[config.mk]
export PLATFORM = sky130hd
export DESIGN_NAME = m_mem_unit_flat
export DESIGN_NICKNAME = d
export VERILOG_FILES = /design/src/rtl/m_mem_unit_if.sv /design/src/rtl/m_mem_unit.sv /design/src/flat_wrapper.sv
export SDC_FILE = /design/constraint.sdc
export NUM_CORES = 1
export LEC_CHECK = 0
export CORE_ASPECT_RATIO = 1.25
export CORE_MARGIN = 3
export CORE_UTILIZATION = 34
export DETAILED_ROUTE_END_ITERATION = 10
export GPL_ROUTABILITY_DRIVEN = 0
export GPL_TIMING_DRIVEN = 0
export PLACE_DENSITY = 0.71
export SYNTH_ARGS = -nofsm -noshare
export SYNTH_HDL_FRONTEND = slang
export SYNTH_SLANG_ARGS = --single-unit
[constraint.sdc]
create_clock -name clk -period 3.3 [get_ports clk]
set_input_delay 0.99 -clock clk [delete_from_list [all_inputs] [get_ports clk]]
set_output_delay 0.99 -clock clk [all_outputs]
set_load 0.03 [all_outputs]
[src/rtl/m_mem_unit_if.sv]
// Request/acknowledge bridge bus between the M-stage load/store unit and the
// system bridge (data memory, timers, interrupt generator).
interface m_mem_unit_if;
    logic        req;
    logic        we;
    logic [31:0] addr;
    logic [3:0]  byteen;
    logic [31:0] wdata;
    logic [31:0] rdata;
    logic        ack;

    modport master (
        output req, we, addr, byteen, wdata,
        input  rdata, ack
    );

    modport slave (
        input  req, we, addr, byteen, wdata,
        output rdata, ack
    );
endinterface

[src/rtl/m_mem_unit.sv]
// M-stage load/store unit: one bridge transaction per memory instruction,
// pipeline stall until done, store lane steering, load extension, AdEL/AdES.
module m_mem_unit #(
    parameter logic [31:0] DM_END   = 32'h0000_2FFF,
    parameter logic [31:0] TC0_BASE = 32'h0000_7F00,
    parameter logic [31:0] TC1_BASE = 32'h0000_7F10,
    parameter logic [31:0] IG_BASE  = 32'h0000_7F20
) (
    input  logic              clk,
    input  logic              reset,
    input  logic              req,
    input  logic              m_valid,
    input  logic              m_load,
    input  logic              m_store,
    input  logic [1:0]        m_width,
    input  logic              m_sign,
    input  logic [31:0]       m_addr,
    input  logic [31:0]       m_wdata,
    m_mem_unit_if.master      bus,
    output logic [31:0]       m_memRd,
    output logic              stall,
    output logic              exc,
    output logic [4:0]        exc_code
);

    typedef enum logic [1:0] {S_IDLE, S_BUSY, S_DONE} state_t;

    state_t      state_q, state_d;
    logic [31:0] addr_q, addr_d;
    logic [1:0]  width_q, width_d;
    logic        sign_q, sign_d;
    logic        we_q, we_d;
    logic [3:0]  byteen_q, byteen_d;
    logic [31:0] wdata_q, wdata_d;
    logic [31:0] rdata_q, rdata_d;
    logic        abort_q, abort_d;
    logic [31:0] memrd_q, memrd_d;

    logic        acc;
    logic        in_dm, in_tc, in_ig;
    logic        misaligned;
    logic [3:0]  lane_be;
    logic [31:0] lane_wd;
    logic [31:0] load_ext;

    assign acc = m_valid & (m_load | m_store);

    // Timer windows are 16-byte aligned; offsets 0/4/8 are registers, 12 is a hole.
    always_comb begin
        in_dm = (m_addr <= DM_END);
        in_tc = ((m_addr >= TC0_BASE) && (m_addr < TC0_BASE + 32'd12)) ||
                ((m_addr >= TC1_BASE) && (m_addr < TC1_BASE + 32'd12));
        in_ig = (m_addr >= IG_BASE) && (m_addr < IG_BASE + 32'd4);
        case (m_width)
            2'd0:    misaligned = (m_addr[1:0] != 2'b00);
            2'd1:    misaligned = m_addr[0];
            default: misaligned = 1'b0;
        endcase
        exc = acc & (misaligned
                     | !(in_dm | in_tc | in_ig)
                     | (in_tc & (m_width != 2'd0))
                     | (in_tc & m_store & (m_addr[3:2] == 2'b10)));
        exc_code = exc ? (m_store ? 5'd5 : 5'd4) : 5'd0;
    end

    always_comb begin
        case (m_width)
            2'd0: begin
                lane_be = 4'b1111;
                lane_wd = m_wdata;
            end
            2'd1: begin
                lane_be = m_addr[1] ? 4'b1100 : 4'b0011;
                lane_wd = {2{m_wdata[15:0]}};
            end
            default: begin
                lane_be = 4'b0001 << m_addr[1:0];
                lane_wd = {4{m_wdata[7:0]}};
            end
        endcase
    end

    always_comb begin
        case (width_q)
            2'd0:    load_ext = rdata_q;
            2'd1: begin
                if (addr_q[1])
                    load_ext = {{16{sign_q & rdata_q[31]}}, rdata_q[31:16]};
                else
                    load_ext = {{16{sign_q & rdata_q[15]}}, rdata_q[15:0]};
            end
            default: begin
                load_ext = {24'd0, rdata_q[{addr_q[1:0], 3'b000} +: 8]};
                if (sign_q && load_ext[7])
                    load_ext[31:8] = 24'hFF_FFFF;
            end
        endcase
    end

    always_comb begin
        state_d  = state_q;
        addr_d   = addr_q;
        width_d  = width_q;
        sign_d   = sign_q;
        we_d     = we_q;
        byteen_d = byteen_q;
        wdata_d  = wdata_q;
        rdata_d  = rdata_q;
        abort_d  = abort_q;
        memrd_d  = memrd_q;
        stall    = 1'b0;
        case (state_q)
            S_IDLE: begin
                if (acc && !exc && !req) begin
                    stall    = 1'b1;
                    addr_d   = m_addr;
                    width_d  = m_width;
                    sign_d   = m_sign;
                    we_d     = m_store;
                    byteen_d = lane_be;
                    wdata_d  = lane_wd;
                    abort_d  = 1'b0;
                    state_d  = S_BUSY;
                end
            end
            S_BUSY: begin
                stall = 1'b1;
                if (req)
                    abort_d = 1'b1;
                // The bus cannot be abandoned, so a flush only decides where ack lands.
                if (bus.ack) begin
                    rdata_d = bus.rdata;
                    abort_d = 1'b0;
                    state_d = (abort_q || req) ? S_IDLE : S_DONE;
                end
            end
            S_DONE: begin
                if (!req && !we_q)
                    memrd_d = load_ext;
                state_d = S_IDLE;
            end
            default: state_d = S_IDLE;
        endcase
    end

    always_ff @(posedge clk) begin
        if (reset) begin
            state_q  <= S_IDLE;
            addr_q   <= '0;
            width_q  <= '0;
            sign_q   <= 1'b0;
            we_q     <= 1'b0;
            byteen_q <= '0;
            wdata_q  <= '0;
            rdata_q  <= '0;
            abort_q  <= 1'b0;
            memrd_q  <= '0;
        end else begin
            state_q  <= state_d;
            addr_q   <= addr_d;
            width_q  <= width_d;
            sign_q   <= sign_d;
            we_q     <= we_d;
            byteen_q <= byteen_d;
            wdata_q  <= wdata_d;
            rdata_q  <= rdata_d;
            abort_q  <= abort_d;
            memrd_q  <= memrd_d;
        end
    end

    assign bus.req    = (state_q == S_BUSY);
    assign bus.we     = (state_q == S_BUSY) & we_q;
    assign bus.addr   = {addr_q[31:2], 2'b00};
    assign bus.byteen = byteen_q;
    assign bus.wdata  = wdata_q;

    // The extended value is live in DONE and then held until the next load completes.
    assign m_memRd = ((state_q == S_DONE) && !we_q) ? load_ext : memrd_q;

endmodule

[src/flat_wrapper.sv]
// flat-port wrapper written by rule: the top's interface ports become plain ports
module m_mem_unit_flat 
#(
    parameter logic [31:0] DM_END   = 32'h0000_2FFF,
    parameter logic [31:0] TC0_BASE = 32'h0000_7F00,
    parameter logic [31:0] TC1_BASE = 32'h0000_7F10,
    parameter logic [31:0] IG_BASE  = 32'h0000_7F20
)
  (clk, reset, req, m_valid, m_load, m_store, m_width, m_sign, m_addr, m_wdata, m_memRd, stall, exc, exc_code, bus_req, bus_we, bus_addr, bus_byteen, bus_wdata, bus_rdata, bus_ack);
  m_mem_unit_if bus_i ();
  input  logic clk;
  input  logic reset;
  input  logic req;
  input  logic m_valid;
  input  logic m_load;
  input  logic m_store;
  input  logic [1:0] m_width;
  input  logic m_sign;
  input  logic [31:0] m_addr;
  input  logic [31:0] m_wdata;
  output logic [31:0] m_memRd;
  output logic stall;
  output logic exc;
  output logic [4:0] exc_code;
  output wire logic [$bits(bus_i.req)-1:0] bus_req;
  output wire logic [$bits(bus_i.we)-1:0] bus_we;
  output wire logic [$bits(bus_i.addr)-1:0] bus_addr;
  output wire logic [$bits(bus_i.byteen)-1:0] bus_byteen;
  output wire logic [$bits(bus_i.wdata)-1:0] bus_wdata;
  input wire logic [$bits(bus_i.rdata)-1:0] bus_rdata;
  input wire logic [$bits(bus_i.ack)-1:0] bus_ack;
  assign bus_req = bus_i.req;
  assign bus_we = bus_i.we;
  assign bus_addr = bus_i.addr;
  assign bus_byteen = bus_i.byteen;
  assign bus_wdata = bus_i.wdata;
  assign bus_i.rdata = bus_rdata;
  assign bus_i.ack = bus_ack;
  m_mem_unit #(.DM_END(DM_END), .TC0_BASE(TC0_BASE), .TC1_BASE(TC1_BASE), .IG_BASE(IG_BASE)) u_core (.clk(clk), .reset(reset), .req(req), .m_valid(m_valid), .m_load(m_load), .m_store(m_store), .m_width(m_width), .m_sign(m_sign), .m_addr(m_addr), .m_wdata(m_wdata), .bus(bus_i), .m_memRd(m_memRd), .stall(stall), .exc(exc), .exc_code(exc_code));
endmodule
==> results.json <==
{
  "slew_violations": 0,
  "num_vias": 6612,
  "grt_setup_unrepaired": "yes",
  "avgSynthCellArea_um2": 8.371,
  "critPathKind": "in -> out",
  "p_sw_frac": 0.2324,
  "p_seq_frac": 0.430,
  "hpwl_mm": 16.80,
  "synth_edf_count": 0,
  "hold_viol": 0,
  "rows": 57,
  "layout_setup_ws_ps": -80.49,
  "cts_tree": "yes",
  "worst_pin_slew_ps": 843.0,
  "maxSlewHeadroom": 0.4328,
  "p_leak_nw": 3.758,
  "netlist_area_um2": 6864,
  "ys_ff_latch": 139,
  "design_area_um2": 10090,
  "ys.flop_type": "dfxtp_1",
  "pwr-share-comb": 0.077,
  "p_per_area_nw_per_um2": 386.6,
  "drtIter0Drc": 479,
  "holdWs_ps": 445.6,
  "final_core_util": 0.5146,
  "antenna_found_initial": 0,
  "cts_root_buffer": "clkbuf_16",
  "fill_cells": 1851,
  "worstPathArrival_ps": 2390,
  "async_reset_ff_frac": 0,
  "ys_seq_area_frac": 0.4054,
  "place_area_um2": 9298,
  "portBuffers": 207,
  "tns_ps": -101.5,
  "pin_count": 215,
  "grt_pass1_vias": 6398,
  "grt_pass1_wl_mm": 34.35,
  "fin_crit_sh": 1.024,
  "hold_class": "reg -> reg",
  "clockPowerShare": 0.493,
  "h-tree-depth": 4,
  "overflow": 0,
  "finalWirelength_mm": 22.53,
  "clock_latency_ps": 420,
  "dr.pass1.iters": 5,
  "clockBufferDepth": 2,
  "drc_errors": 0,
  "critical_path_peak_fanout": 4,
  "drt-wirelength-per-cell_um": 16.79,
  "fp.dieH_um": 164.9,
  "p_int_w": 0.002995,
  "nets": 1169,
  "syn_to_final_growth_pct": 47.05,
  "ir_drop_v": 0.0003358,
  "numCtsBuffers": 17,
  "power.total_w": 0.003902,
  "layout_common_cells": "136 x clkdlybuf4s50_1, 136 x dfxtp_1, 92 x nand2_1, 88 x nor2_1, 84 x a21oi_1",
  "initial_core_util": 0.3500,
  "synth_top_area_cell": "dfxtp_1",
  "yosysTopAreaCellShare": 0.4054,
  "clk_pin_slew_ps": 60,
  "fmax_mhz": 295.8,
  "synthCells": 820,
  "drive_gt1_frac": 0.1924,
  "synth-warning-count": 0,
  "status": "finished, violations left",
  "drv_cap": 0,
  "cp-end-kind": "output pin",
  "grt_max_degree": 17,
  "coreArea_um2": 19610,
  "synth_cell_types": 41,
  "die_area_um2": 21940,
  "grtUsageTotal": 0.1972,
  "netlist_top_cells_area": "dfxtp_1 41%, mux2i_1 7.7%, nand2b_1 7.7%",
  "cts_sinks": 139,
  "ant_nets": 0,
  "via_per_inst": 4.927,
  "setup_viol": 2,
  "finalClockSkew_ps": 8.291,
  "critPathRequiredTime_ps": 2310,
  "startpoint_type": "input port",
  "cts_hold_buffers": 0,
  "die_x_um": 133.1,
  "violations": "setup timing",
  "p_switching_w": 0.0009070,
  "post-route-min-period_ps": 3380
}
-- Yosys cell counts (4+ instances only) --
cell,number
o21ai_0,18
a21oi_1,85
nor2_1,93
a211oi_1,31
buf_2,8
mux2_4,16
clkbuf_1,48
nor4_1,8
nor2b_1,19
nand2_1,95
a31oi_1,8
buf_1,4
mux2i_1,53
a311oi_1,8
a221oi_1,7
buf_6,4
nor3b_1,19
inv_1,5
nand2b_1,84
buf_4,38
dfxtp_1,139
-- layout make-up --
cell class / count / area (um^2) / share of cell area
antenna: 1 / 2.502 / 0.0002479
buffer: 99 / 585.6 / 0.05801
clock buffer: 20 / 456.7 / 0.04525
clock inverter: 12 / 137.6 / 0.01364
inverter: 5 / 18.77 / 0.001859
multi-input combinational: 579 / 3721 / 0.3687
sequential: 139 / 2786 / 0.2761
tap: 265 / 331.6 / 0.03285
timing repair buffer: 222 / 2053 / 0.2034
-- logic make-up (layout without fill, tap and decap cells) --
family	after synthesis	in the layout	share of synthesized area
AOI/OAI and AO/OA	170	171	0.1529
buffers and inverters	107	358	0.08512
DFF	139	139	0.4054
and+or+nand+nor	331	331	0.2371
muxes	72	72	0.1188
other	1	6	0.0005463
-- power by group through the flow --
stage / combinational (W) / sequential (W) / clock, W
3_3_place_gp: 0.000295 / 0.00172 / 0
4_1_cts: 0.000295 / 0.00168 / 0.00195
2_1_floorplan: 0.000119 / 0.00172 / 0
3_5_place_dp: 0.000296 / 0.00172 / 0
5_1_grt: 0.000322 / 0.00168 / 0.00203
6_report: 0.000301 / 0.00168 / 0.00192
-- flip-flops by register name (all words and copies together), names as in the netlist, 2 cells and up --
signal	flops
u_core.addr_q	32
u_core.bus.wdata	32
u_core.memrd_q	32
u_core.rdata_q	32
u_core.bus.byteen	4
u_core.state_q	2
u_core.width_q	2
-- worst max-delay path: stages --
cell             delay [ps]
clkdlybuf4s15_2         220
a21oi_2                 160
nand3_2                  90
or3_4                   420
a21o_1                  200
buf_8                   130
nand2b_4                 50
buf_6                   130
-- final timing paths --
| check | startpoint | end | slack (ps) | cells past startpoint |
|---|---|---|---|---|
| setup / recovery | m_addr[2] | stall | -80 | 8 |
| hold / removal | u_core.abort_q | u_core.state_q[1] | 450 | 1 |
| setup reg to reg | u_core.state_q[0] | u_core.rdata_q[24] | 1330 | 7 |
| hold reg to reg | u_core.abort_q | u_core.state_q[1] | 450 | 1 |
-- per-layer routing --
layer	GRT usage	wire, um	up-vias
li1	-	-	3244
met1	0.2403	9277	3051
met2	0.3431	11140	276
met3	0.04631	1586	41
met4	0.06522	524	0
met5	0	0	-
-- metrics by stage --
step | cells | setup slack, ps
after global placement | 1296 | -1243
after floorplan | 824 | 1.801
final | 1342 | -80.49
after global routing | 1341 | -158.6
after detailed placement | 1296 | -1257
after CTS | 1333 | -86.47
-- what timing repair did --
action,CTS,global route
pin swaps,17,7
resized for setup,227,60
endpoints found under the setup margin,36,33
setup buffers,7,8
cloned,0,1
(Power assumes the default switching activity.)
